File: config.mk
export PLATFORM = sky130hd
export DESIGN_NAME = regfile_scoreboard
export DESIGN_NICKNAME = d
export VERILOG_FILES = /design/src/rtl/regfile_scoreboard.sv
export SDC_FILE = /design/constraint.sdc
export NUM_CORES = 1
export LEC_CHECK = 0
export CAP_MARGIN = 20
export CORE_MARGIN = 2
export CORE_UTILIZATION = 60
export DETAILED_ROUTE_END_ITERATION = 8
export PLACE_DENSITY = 0.79
export SYNTH_ARGS = -nofsm -noshare
export SYNTH_HDL_FRONTEND = slang
export SYNTH_SLANG_ARGS = --single-unit
File: constraint.sdc
create_clock -name I_clk -period 38.7 [get_ports I_clk]
set_clock_uncertainty 0.15 [all_clocks]
set_input_delay 11.61 -clock I_clk [delete_from_list [all_inputs] [get_ports I_clk]]
set_output_delay 11.61 -clock I_clk [all_outputs]
set_load 0.03 [all_outputs]
File: src/rtl/regfile_scoreboard.sv
// Register file with a busy-bit scoreboard for long-latency producers.
// Optional same-cycle writeback forwarding when REGFILE_BYPASS_EN is defined.
module regfile_scoreboard #(
  parameter int unsigned XLEN  = 32,
  parameter int unsigned NREGS = 16,
  localparam int unsigned AW   = $clog2(NREGS)
) (
  input  logic            I_clk,
  input  logic            I_rst,
  input  logic            I_regwen,
  input  logic [AW-1:0]   I_rd,
  input  logic [XLEN-1:0] I_data,
  input  logic [AW-1:0]   I_rs1,
  input  logic [AW-1:0]   I_rs2,
  output logic [XLEN-1:0] O_data1,
  output logic [XLEN-1:0] O_data2,
  input  logic            I_issue,
  input  logic [AW-1:0]   I_issue_rd,
  output logic            O_busy1,
  output logic            O_busy2,
  output logic            O_stall,
  output logic [AW:0]     O_pending
);

  localparam int unsigned PW = AW + 1;

  logic [XLEN-1:0] regs_q [NREGS];
  logic [XLEN-1:0] regs_d [NREGS];
  logic [NREGS-1:0] busy_q, busy_d;
  logic [PW-1:0]    pending_q, pending_d;

  logic fwd1_c, fwd2_c;
  logic busy1_c, busy2_c, waw_c, stall_c, issue_go_c;

  // Same-cycle forwarding of the writeback onto the read ports
  always_comb begin
    fwd1_c = 1'b0;
    fwd2_c = 1'b0;
`ifdef REGFILE_BYPASS_EN
    fwd1_c = !I_rst && I_regwen && (I_rd == I_rs1) && (I_rs1 != '0);
    fwd2_c = !I_rst && I_regwen && (I_rd == I_rs2) && (I_rs2 != '0);
`endif
  end

  // Read ports, busy lookups and hazard detection
  always_comb begin
    O_data1 = '0;
    O_data2 = '0;
    if (fwd1_c)              O_data1 = I_data;
    else if (I_rs1 != '0)    O_data1 = regs_q[I_rs1];
    if (fwd2_c)              O_data2 = I_data;
    else if (I_rs2 != '0)    O_data2 = regs_q[I_rs2];
    busy1_c = (I_rs1 != '0) && busy_q[I_rs1] && !fwd1_c;
    busy2_c = (I_rs2 != '0) && busy_q[I_rs2] && !fwd2_c;
    waw_c   = I_issue && (I_issue_rd != '0) && busy_q[I_issue_rd];
    stall_c = busy1_c || busy2_c || waw_c;
  end

  assign O_busy1   = busy1_c;
  assign O_busy2   = busy2_c;
  assign O_stall   = stall_c;
  assign O_pending = pending_q;

  // Next register and scoreboard state; a same-register issue keeps the bit set
  always_comb begin
    regs_d     = regs_q;
    busy_d     = busy_q;
    issue_go_c = I_issue && !stall_c && (I_issue_rd != '0);
    if (I_regwen && (I_rd != '0)) begin
      regs_d[I_rd] = I_data;
      if (!(I_issue && (I_issue_rd == I_rd))) busy_d[I_rd] = 1'b0;
    end
    if (issue_go_c) busy_d[I_issue_rd] = 1'b1;
    busy_d[0] = 1'b0;
    regs_d[0] = '0;
    pending_d = '0;
    for (int i = 1; i < int'(NREGS); i++) begin
      pending_d = pending_d + PW'(busy_d[i]);
    end
  end

  always_ff @(posedge I_clk or posedge I_rst) begin
    if (I_rst) begin
      for (int i = 0; i < int'(NREGS); i++) regs_q[i] <= '0;
      busy_q    <= '0;
      pending_q <= '0;
    end else begin
      regs_q    <= regs_d;
      busy_q    <= busy_d;
      pending_q <= pending_d;
    end
  end

endmodule

* Yosys cells after proc, flatten, opt, wreduce, memory -nomap -nowiden *
Cells that the tools add are included.

storage, ports and cells
  register bits = 500
  latch bits = 0
  RAM bits = 0
  bits in read-only memories = 0
  bits of input ports = 52
  output and inout bits = 72
  logic and storage cells = 90
  memories kept = 0

cells by class
  add/subtract/negate cells = 14
  multipliers = 0
  div/mod/pow operators = 0
  order comparisons = 10
  equality and inequality tests = 1
  shifts and indexed selects = 0
  muxes and demuxes = 24
  bitwise gates (word level) = 6
  reductions and logical operators = 18

operators by type and width
  operator                                                                              number
  512-bit bitwise mux                                                                   1
  32-bit binary-select mux with 4-bit select                                            2
  32-bit 2-to-1 mux                                                                     7
  32-bit demux with 4-bit select                                                        1
  5-bit by 1-bit adder with 5-bit output                                                10
  16-bit 2-to-1 mux                                                                     3
  4-bit by 5-bit < comparator with 1-bit output (second input constant)                 4
  16-bit AND                                                                            1
  16-bit NOT                                                                            1
  16-bit bitwise OR                                                                     1
  4-bit nonzero test                                                                    4
  5-bit greater-or-equal comparator (second input constant)                             3
  4-bit NOT with 5-bit output                                                           3
  1-bit binary-select mux with 4-bit select                                             3
  1-bit logical AND                                                                     11
  1-bit demux with 4-bit select                                                         2
  4-bit by 1-bit greater-or-equal comparator with 1-bit output (second input constant)  2
  4-bit by 1-bit adder with 5-bit output                                                1
  5-bit by 1-bit < comparator with 1-bit output (second input constant)                 1
  1-bit 2-to-1 mux                                                                      5
  3-bit by 1-bit adder with 4-bit output                                                1
  4-bit equality test                                                                   1
  2-bit by 1-bit adder with 3-bit output                                                1
  1-bit by 1-bit adder with 2-bit output                                                1
  other kinds (2)                                                                       3

* Longest topological paths before layout *
Gate-level depths: netlist of the first run.

  depth in word-level cells = 24
  mapped depth = 20
  depth with buffers taken out = 16

* Worst setup path before layout of the first run *
Ideal clock, no wire load.

  path kind = input to output
  start = in I_rs2[0]
  end = out O_stall
  data arrival time = 13.777 ns
  data required time = 26.940 ns
  setup slack = 13.163 ns
  stages on the path = 9
  buffers on the path = 4
  cell sequence = buf_2 -> nor2b_1 -> clkbuf_1 -> a221oi_1 -> o32ai_1 -> a311o_1 -> buf_2 -> buf_6 -> or2_1

between the ends
  word-level cells in the longest chain between the ends = 5
  elaborated cells on any way between the ends = 6
  those cells by class = 2 x mux; 4 x reduce/logical

RTL lines
  what                                       RTL line  RTL
  start, declared                            14        input logic [AW-1:0] I_rs2,
  1-bit binary-select mux with 4-bit select  54        busy2_c = (I_rs2 != '0) && busy_q[I_rs2] && !fwd2_c;
  1-bit 2-to-1 mux (implied by the code)     54
  1-bit logical AND *                        54
  via O_busy2                                20        output logic O_busy2,
  1-bit logical OR * (2 in series)           56        stall_c = busy1_c || busy2_c || waw_c;
  end, declared                              21        output logic O_stall,

Mark *: on every way through the listed nets, which the timed path passes. The rest lies on a longest branch. The select of a mux whose other input is x is not followed.

* Worst setup path in the final report of the first run *
  start = in I_rs2[1]
  end = out O_data2[5]

between the ends
  word-level cells in the longest chain between the ends = 5
  elaborated cells on any way between the ends = 6
  those cells by class = 4 x mux; 1 x bitwise; 1 x reduce/logical

RTL lines
  what                                                   RTL line  RTL
  4-bit NOT with 5-bit output (implied by the code)      52        else if (I_rs2 != '0) O_data2 = regs_q[I_rs2];
  32-bit binary-select mux with 4-bit select             52
  32-bit 2-to-1 mux (implied by the code) (2 in series)  52
  32-bit 2-to-1 mux *                                    52
  end, declared                                          16        output logic [XLEN-1:0] O_data2,

Every way passes the cells marked *; elsewhere a longest branch is shown, timed or not. The select of a mux whose other input is x is not followed.

==> reports/qor.txt, run 1 <==
status: completed
fin util: 0.684
CTS tree: done
clock root buffer: clkbuf_16
Crit Reg-Reg Endpoint: O_pending[1]
Worst path max stage delay: 900 ps
most used cells in the layout excluding fill and tap cells: mux2_2 (544), dfrtp_1 (499), mux4_2 (260)
Tot GR Track Use: 0.302
met2 Resource Use GR: 0.488
fin crit period: 26860 ps
maximum fanout along the worst path: 81
Slew @ Worst Pin: 1090 ps
DR DRC count: 0
Tcrit/Tclk final: 0.694
Cell Rows: 77
relative slew slack: 0.276
dpl cell area: 0.0286 mm2
Clk pin slew, worst setup/hold paths: 60 ps
initial antenna violation count: 3
RR Startpoint: busy_q[3]
vias in the first global route: 17700
Hold Crit Depth: 1
mean post-synth cell area: 15.8 um2
Max Root-Sink Buffers: 3
Pwr per Cell Area: 58.2 mW/mm2
gpl congestion: 0.840
slowest CP cell: buf_4
pin count of the biggest net entering global routing: 188
Leak: 12.4 nW
initial DRC count: 1328
final net count: 1802
Req. time, crit path: 26940 ps
Layout Cells excl Fill: 2371
post-synth cell types: 46
Worst setup SP type: input port
most common cell after layout, fill and taps aside: mux2_2
Post-CTS Setup Bufs: 0
H-tree depth: 2
Worst Hold Path EP: regs_q[139]
share of cells above drive strength 1: 0.533
VDD IR max: 0.0312 mV
Setup CP Type: input port to primary output
Total Die Area: 0.0467 mm2
Die H: 216 um
clk sink count: 499
number of clock buffers inserted by TritonCTS: 52
max-cap violation count: 0
Final ANT Viol Nets: 0
cell total after placement: 2275
# hold bufs at CTS: 0
grt met1 use: 0.422
Hold Startpoint: regs_q[139]
Port Buffers: 122
Vias: 16600
global-route wire length before repair: 107 mm
post-synthesis register bit count: 499
Worst R2R Setup Slack: 33150 ps
YS warnings: 0
TNS Setup: 0 ps
die boundary width: 216 um
Routed WL: 68.5 mm
initial core utilization: 0.609
sequential share of the synthesized area: 0.462
met3 Resource Use GR: 0.0497
hold crit path type: register to register
grt ovf: 0
grt peak-use layer: met2
Worst Path Buf+Inv: 3
Hold Vio Cnt, Final: 0
Final HPWL DP: 36.5 mm
WL/cell: 28.9 um
crit-path most repeated cell: mux4_2
CP Depth: 5
delay-heaviest family, CP: buffers and inverters
Layout area overhead: 12.3%
first-pass detailed-route iteration total: 7
Worst R2R Path Depth: 16
max-slew violations: 0
worst-skew pair later-pin latency: 610 ps
Post-Syn Nets: 1771
RSZ-0062 raised after global routing: false
final setup fails: 0
number of cells upsized or downsized after cts: 0
worst path cell trace: buf_6 > buf_4 > mux4_2 > mux4_2 > clkdlybuf4s50_1
Final Instance Area: 0.0303 mm2
Core Region: 0.0443 mm2
Vias/cell: 7.00
cells after synthesis: 1707
# fillers: 2925
CP arrival: 15100 ps
FMAX: 37.2 MHz
synthesized cell area: 0.0270 mm2
crit path capture type: primary output
IO Pins: 124
[synthesized netlist by cell type (all sizes together)]
cell / instances / area, um2
o41ai: 1 / 8.76
a31oi: 3 / 18.8
xnor2: 1 / 8.76
nand4: 6 / 37.5
o31a: 11 / 96.3
nand2b: 3 / 18.8
nor4b: 1 / 8.76
buf: 59 / 284
clkbuf: 121 / 454
a22o: 64 / 561
conb: 1 / 3.75
dfrtp: 499 / 12500
o31ai: 24 / 190
nor2: 12 / 45.0
ha: 2 / 25.0
a21o: 2 / 15.0
and4: 1 / 8.76
a311o: 1 / 10.0
nor2b: 9 / 56.3
a2111oi: 1 / 8.76
fa: 10 / 200
nand2: 6 / 22.5
o32ai: 2 / 25.0
a32oi: 1 / 8.76
inv: 12 / 45.0
nor4: 1 / 12.5
mux2i: 4 / 40.0
xor2: 4 / 35.0
nand3b: 5 / 37.5
mux2: 552 / 6220
nor3b: 1 / 7.51
o21ai: 8 / 40.0
mux4: 260 / 5860
or2: 1 / 6.26
or3: 3 / 18.8
a21boi: 1 / 7.51
a221oi: 2 / 17.5
o22ai: 1 / 6.26
nand3: 11 / 55.1
[cells by family after synthesis]
group / count (synthesis) / share of synthesized area
buffers and inverters: 192 / 0.0290
AOI/OAI and AO/OA: 122 / 0.0375
and+or+nand+nor: 60 / 0.0124
adders and majority gates: 12 / 0.00834
DFF: 499 / 0.462
muxes: 816 / 0.449
xor gates and xnor gates: 5 / 0.00162
other: 1 / 0.000139
[metal layers]
| layer | up-vias | wire (um) |
|---|---|---|
| met5 | - | 24 |
| met4 | 4 | 1980 |
| met3 | 152 | 4210 |
| met1 | 9071 | 28500 |
| met2 | 611 | 33800 |
| li1 | 6766 | - |
[sequential cells by signal, indices dropped and copies added (netlist names)]
register,flops
O_pending,4
busy_q,15
regs_q,480
[how the worst max path moves through the flow]
stage / start / to
after global routing: I_rs2[1] / O_data2[17]
after detailed placement: I_rs2[1] / O_data2[23]
after global placement: I_rs2[1] / O_data2[17]
after floorplan: I_rst / O_pending[0]
after CTS: I_rs2[1] / O_data2[5]
final: I_rs2[1] / O_data2[5]
[stage by stage]
stage | setup WS [ps] | hold slack (ps) | power, mW
2_1_floorplan | 13010 | 342 | 1.12
5_1_grt | 11690 | 391 | 1.85
3_5_place_dp | 11820 | 360 | 1.27
3_3_place_gp | 11840 | 351 | 1.24
4_1_cts | 11830 | 376 | 1.77
6_report | 11840 | 372 | 1.77
[cell type report]
type | instances | area, um2 | share of cell area
Multi-Input combinational cell | 1016 | 13800 | 0.456
Sequential cell | 499 | 12500 | 0.412
Clock buffer | 79 | 1550 | 0.0512
Timing Repair Buffer | 157 | 1500 | 0.0496
Tap cell | 592 | 741 | 0.0244
Clock inverter | 14 | 153 | 0.00503
Inverter | 12 | 52.6 | 0.00173
Antenna cell | 2 | 5.00 | 0.000165
[where the power goes]
part	internal (mW)	switching (mW)	total (mW)
Clock	0.295	0.208	0.503
Combinational	0.302	0.220	0.522
Sequential	0.648	0.0931	0.741
(Power assumes the default switching activity.)
==> run 2, diff against run 1 <==
- CORE_UTILIZATION: 60 -> 55
- PLACE_DENSITY: 0.79 -> 0.76
- clock period: 38.7 -> 24.5 ns (I/O delays scaled with it)
==> run 2 against run 1 <==
Final cell count grew 3.2%; critical path type unchanged; critical path depth rose by 4; highest routed layer is now met4; sequential share of layout area down 0.13 points; hold slack improved by 0.87 ps.
==> reports/qor.txt, run 2 (same netlist as run 1, synthesis figures left out) <==
final net count: 1806
clock root buffer: clkbuf_16
Worst path max stage delay: 630 ps
Final Instance Area: 0.0304 mm2
initial core utilization: 0.554
CTS tree: done
DR DRC count: 0
max-cap violation count: 0
slowest CP cell: buf_4
FMAX: 54.7 MHz
initial antenna violation count: 0
Routed WL: 69.8 mm
number of clock buffers inserted by TritonCTS: 52
Worst setup SP type: input port
initial DRC count: 1630
RSZ-0062 raised after global routing: false
IO Pins: 124
number of diodes: 0
gpl congestion: 0.826
crit path capture type: primary output
die boundary width: 226 um
Layout area overhead: 12.7%
max-slew violations: 0
# hold bufs at CTS: 0
H-tree depth: 2
global-route wire length before repair: 108 mm
Pwr per Cell Area: 91.1 mW/mm2
Vias: 16500
delay-heaviest family, CP: buffers and inverters
Tot GR Track Use: 0.284
share of cells above drive strength 1: 0.534
Core Region: 0.0487 mm2
Post-CTS Setup Bufs: 0
Design Power: 2.77 mW
most used cells in the layout excluding fill and tap cells: mux2_2 (544), dfrtp_1 (499), mux4_2 (260)
Worst Path Buf+Inv: 5
Port Buffers: 122
fin crit period: 18280 ps
Tcrit/Tclk final: 0.746
Worst R2R Path Depth: 16
CP startpoint: I_rs1[0]
CP arrival: 10780 ps
Setup CP Type: input port to primary output
CP Depth: 9
Vias/cell: 6.75
RR Startpoint: busy_q[3]
fin util: 0.624
first-pass detailed-route iteration total: 5
Cell Rows: 81
vias in the first global route: 17400
status: completed
Req. time, crit path: 17000 ps
final setup fails: 0
VDD IR max: 0.0536 mV
max reg flops: 480
Slew @ Worst Pin: 1050 ps
number of cells upsized or downsized after cts: 0
Die H: 226 um
most flop-heavy register: regs_q
Leak: 12.4 nW
WL/cell: 28.5 um
Hold Startpoint: regs_q[206]
dpl cell area: 0.0287 mm2
worst-skew pair later-pin latency: 600 ps
worst path cell trace: buf_6 > buf_4 > nor2b_4 > buf_4 > a221oi_1 > o32ai_2 > buf_4 > or2_1 > clkdlybuf4s50_1
Final ANT Viol Nets: 0
crit-path most repeated cell: buf_4
Final HPWL DP: 37.2 mm
TNS Setup: 0 ps
Hold Vio Cnt, Final: 0
Max Root-Sink Buffers: 3
maximum fanout along the worst path: 63
hold crit path type: register to register
pin count of the biggest net entering global routing: 134
relative slew slack: 0.302
most common cell after layout, fill and taps aside: mux2_2
grt ovf: 0
clk sink count: 499
Hold Crit Depth: 1
Clk pin slew, worst setup/hold paths: 50 ps
Total Die Area: 0.0509 mm2
## run 2: worst reg2reg max path: stages (launching register included)
cell	delay [ps]
dfrtp_1	410
mux2_1	300
a221oi_1	360
o32ai_1	140
a311o_1	320
buf_4	220
o31ai_1	400
fa_1	490
inv_1	100
fa_1	450
fa_1	520
inv_1	50
fa_1	500
inv_1	60
fa_1	370
inv_1	100
fa_1	400
## run 2: layout make-up
class / count / area [um2]
timing repair buffer: 161 / 1530
multi-input combinational: 1016 / 13800
tap: 664 / 831
clock inverter: 11 / 70.1
fill: 3505 / 18300
clock buffer: 83 / 1620
sequential: 499 / 12500
inverter: 12 / 52.6
## run 2: report_power, final
group	switching (mW)	total, mW	internal (mW)
clock	0.332	0.783	0.451
combinational	0.346	0.822	0.476
sequential	0.145	1.17	1.02
total	0.822	2.77	1.95
## run 2: final timing paths
kind                                endpoint  slack, ps
worst max-delay path                 O_stall       6220
worst min-delay path             regs_q[206]        370
worst max register to register  O_pending[1]      19040
worst min register to register   regs_q[206]        370
max in group asynchronous        regs_q[136]      15440
min in group asynchronous        regs_q[217]       7150
## run 2: through the flow
| stage | worst slack [ps] | hold WS (ps) | std cells |
|---|---|---|---|
| final | 6220 | 373 | 2446 |
| after CTS | 6240 | 375 | 2444 |
| after global placement | 6260 | 351 | 2350 |
| after global routing | 6100 | 391 | 2446 |
| after detailed placement | 6250 | 362 | 2350 |
| after floorplan | 3070 | 342 | 1707 |
## run 2: per-layer routing
layer / wire [um] / share of wire / GRT usage
met1: 29400 / 0.42 / 0.402
met2: 34100 / 0.49 / 0.460
met3: 4220 / 0.061 / 0.0385
met4: 2080 / 0.030 / 0.0961
met5: 0 / 0 / 0
==> run 3, diff against run 2 <==
- clock period: 24.5 -> 15.04 ns (I/O delays scaled with it)
==> run 3 against run 2 <==
Clock power is 79% higher; critical path depth stayed put; critical endpoint unchanged; flip-flop and latch count did not move; cell area grew 0.75%; first-iteration DRC count is 7.3% higher.
==> reports/qor.txt, run 3 (same netlist as run 1, synthesis figures left out) <==
status: completed
clk sink count: 499
Slew @ Worst Pin: 1050 ps
vias in the first global route: 17400
Reg power frac: 0.409
Worst setup SP type: input port
Layout area overhead: 13.5%
fin crit period: 12660 ps
Clk pin slew, worst setup/hold paths: 60 ps
gpl congestion: 0.823
H-tree depth: 2
hold crit path type: register to register
# fillers: 3434
Sw Pwr: 1.35 mW
Vias: 16500
most flop-heavy register: regs_q
die boundary width: 226 um
Post-CTS Setup Bufs: 0
slowest CP cell: buf_6
number of cells upsized or downsized after cts: 0
Hold Vio Cnt, Final: 0
worst-skew pair later-pin latency: 610 ps
final setup fails: 0
Setup CP Type: input port to primary output
number of clock buffers inserted by TritonCTS: 54
max-slew violations: 0
most used cells in the layout excluding fill and tap cells: mux2_2 (544), dfrtp_1 (499), mux4_2 (260)
# hold bufs at CTS: 0
initial core utilization: 0.554
Pwr per Cell Area: 152 mW/mm2
CP arrival: 8000 ps
Worst path max stage delay: 710 ps
Vias/cell: 6.76
Max Root-Sink Buffers: 3
FMAX: 79.0 MHz
Port Buffers: 122
pin count of the biggest net entering global routing: 168
Clk pwr share: 0.302
Core Region: 0.0487 mm2
global-route wire length before repair: 107 mm
Cell Rows: 81
Layout Cells excl Fill: 2446
number of diodes: 0
Routed WL: 69.0 mm
Final ANT Viol Nets: 0
WL/cell: 28.2 um
initial DRC count: 1749
crit path capture type: primary output
Tcrit/Tclk final: 0.842
DR DRC count: 0
IO Pins: 124
CTS tree: done
TNS Setup: 0 ps
max reg flops: 480
maximum fanout along the worst path: 80
relative slew slack: 0.300
Req. time, crit path: 10380 ps
dpl cell area: 0.0287 mm2
max-cap violation count: 0
Final Instance Area: 0.0306 mm2
most common cell after layout, fill and taps aside: mux2_2
Int Power: 3.30 mW
sw frac: 0.290
initial antenna violation count: 2
Tot GR Track Use: 0.281
crit-path most repeated cell: buf_4
Die H: 226 um
share of cells above drive strength 1: 0.538
Final HPWL DP: 36.9 mm
worst path cell trace: buf_6 > nor2b_4 > buf_4 > a221oi_1 > o32ai_1 > a311o_1 > buf_4 > or2_1 > clkdlybuf4s50_1
final net count: 1804
first-pass detailed-route iteration total: 5
Total Die Area: 0.0509 mm2
Leak: 12.5 nW
proportion of power drawn by combinational gates: 0.289
cell total after placement: 2346
clock root buffer: clkbuf_16
VDD IR max: 0.0890 mV
grt ovf: 0
RSZ-0062 raised after global routing: false
[run 3: worst paths after layout]
path / from / depth (start not counted) / endpoint / slack, ps
worst min register to register: regs_q[67] / 1 / regs_q[67] / 370
min in group asynchronous: I_rst / 2 / O_pending[1] / 4140
worst max register to register: busy_q[14] / 16 / O_pending[1] / 9570
worst min-delay path: regs_q[67] / 1 / regs_q[67] / 370
max in group asynchronous: I_rst / 4 / regs_q[277] / 8390
worst max-delay path: I_rs2[1] / 9 / O_stall / 2380
[run 3: routing by layer]
metal | part of all wire | global-route usage
met1 | 0.42 | 0.399
met2 | 0.49 | 0.452
met3 | 0.060 | 0.0384
met4 | 0.030 | 0.0981
met5 | 0.00039 | 0
[run 3: power groups by stage]
stage	Sequential, mW	Combinational, mW	Clock [mW]
after detailed placement	1.92	1.35	0
after global routing	1.94	1.45	1.49
after CTS	1.90	1.35	1.43
final	1.90	1.34	1.40
after floorplan	1.85	1.03	0
after global placement	1.88	1.31	0
[run 3: critical path: cells and delay by family]
kind            cells  cell delay [ps]
buf+inv             4             2220
compound gates      3              710
simple gates        2              460
[run 3: final cells by class]
| cell class | instances | area (um2) | share of cell area |
|---|---|---|---|
| clock buffer | 80 | 1650 | 0.0538 |
| inverter | 12 | 48.8 | 0.00159 |
| tap | 664 | 831 | 0.0271 |
| multi-input combinational | 1016 | 13800 | 0.451 |
| timing repair buffer | 157 | 1560 | 0.0509 |
| sequential | 499 | 12500 | 0.407 |
| clock inverter | 18 | 244 | 0.00796 |
[run 3: through the flow]
stage	total power [mW]	hold WS, ps	utilization	worst slack, ps
detailed placement	3.26	362	0.589	2360
global placement	3.19	351	0.589	2420
floorplan	2.88	342	-	3610
CTS	4.68	375	0.628	2360
global route	4.88	385	0.629	2160
finish	4.65	373	0.629	2380
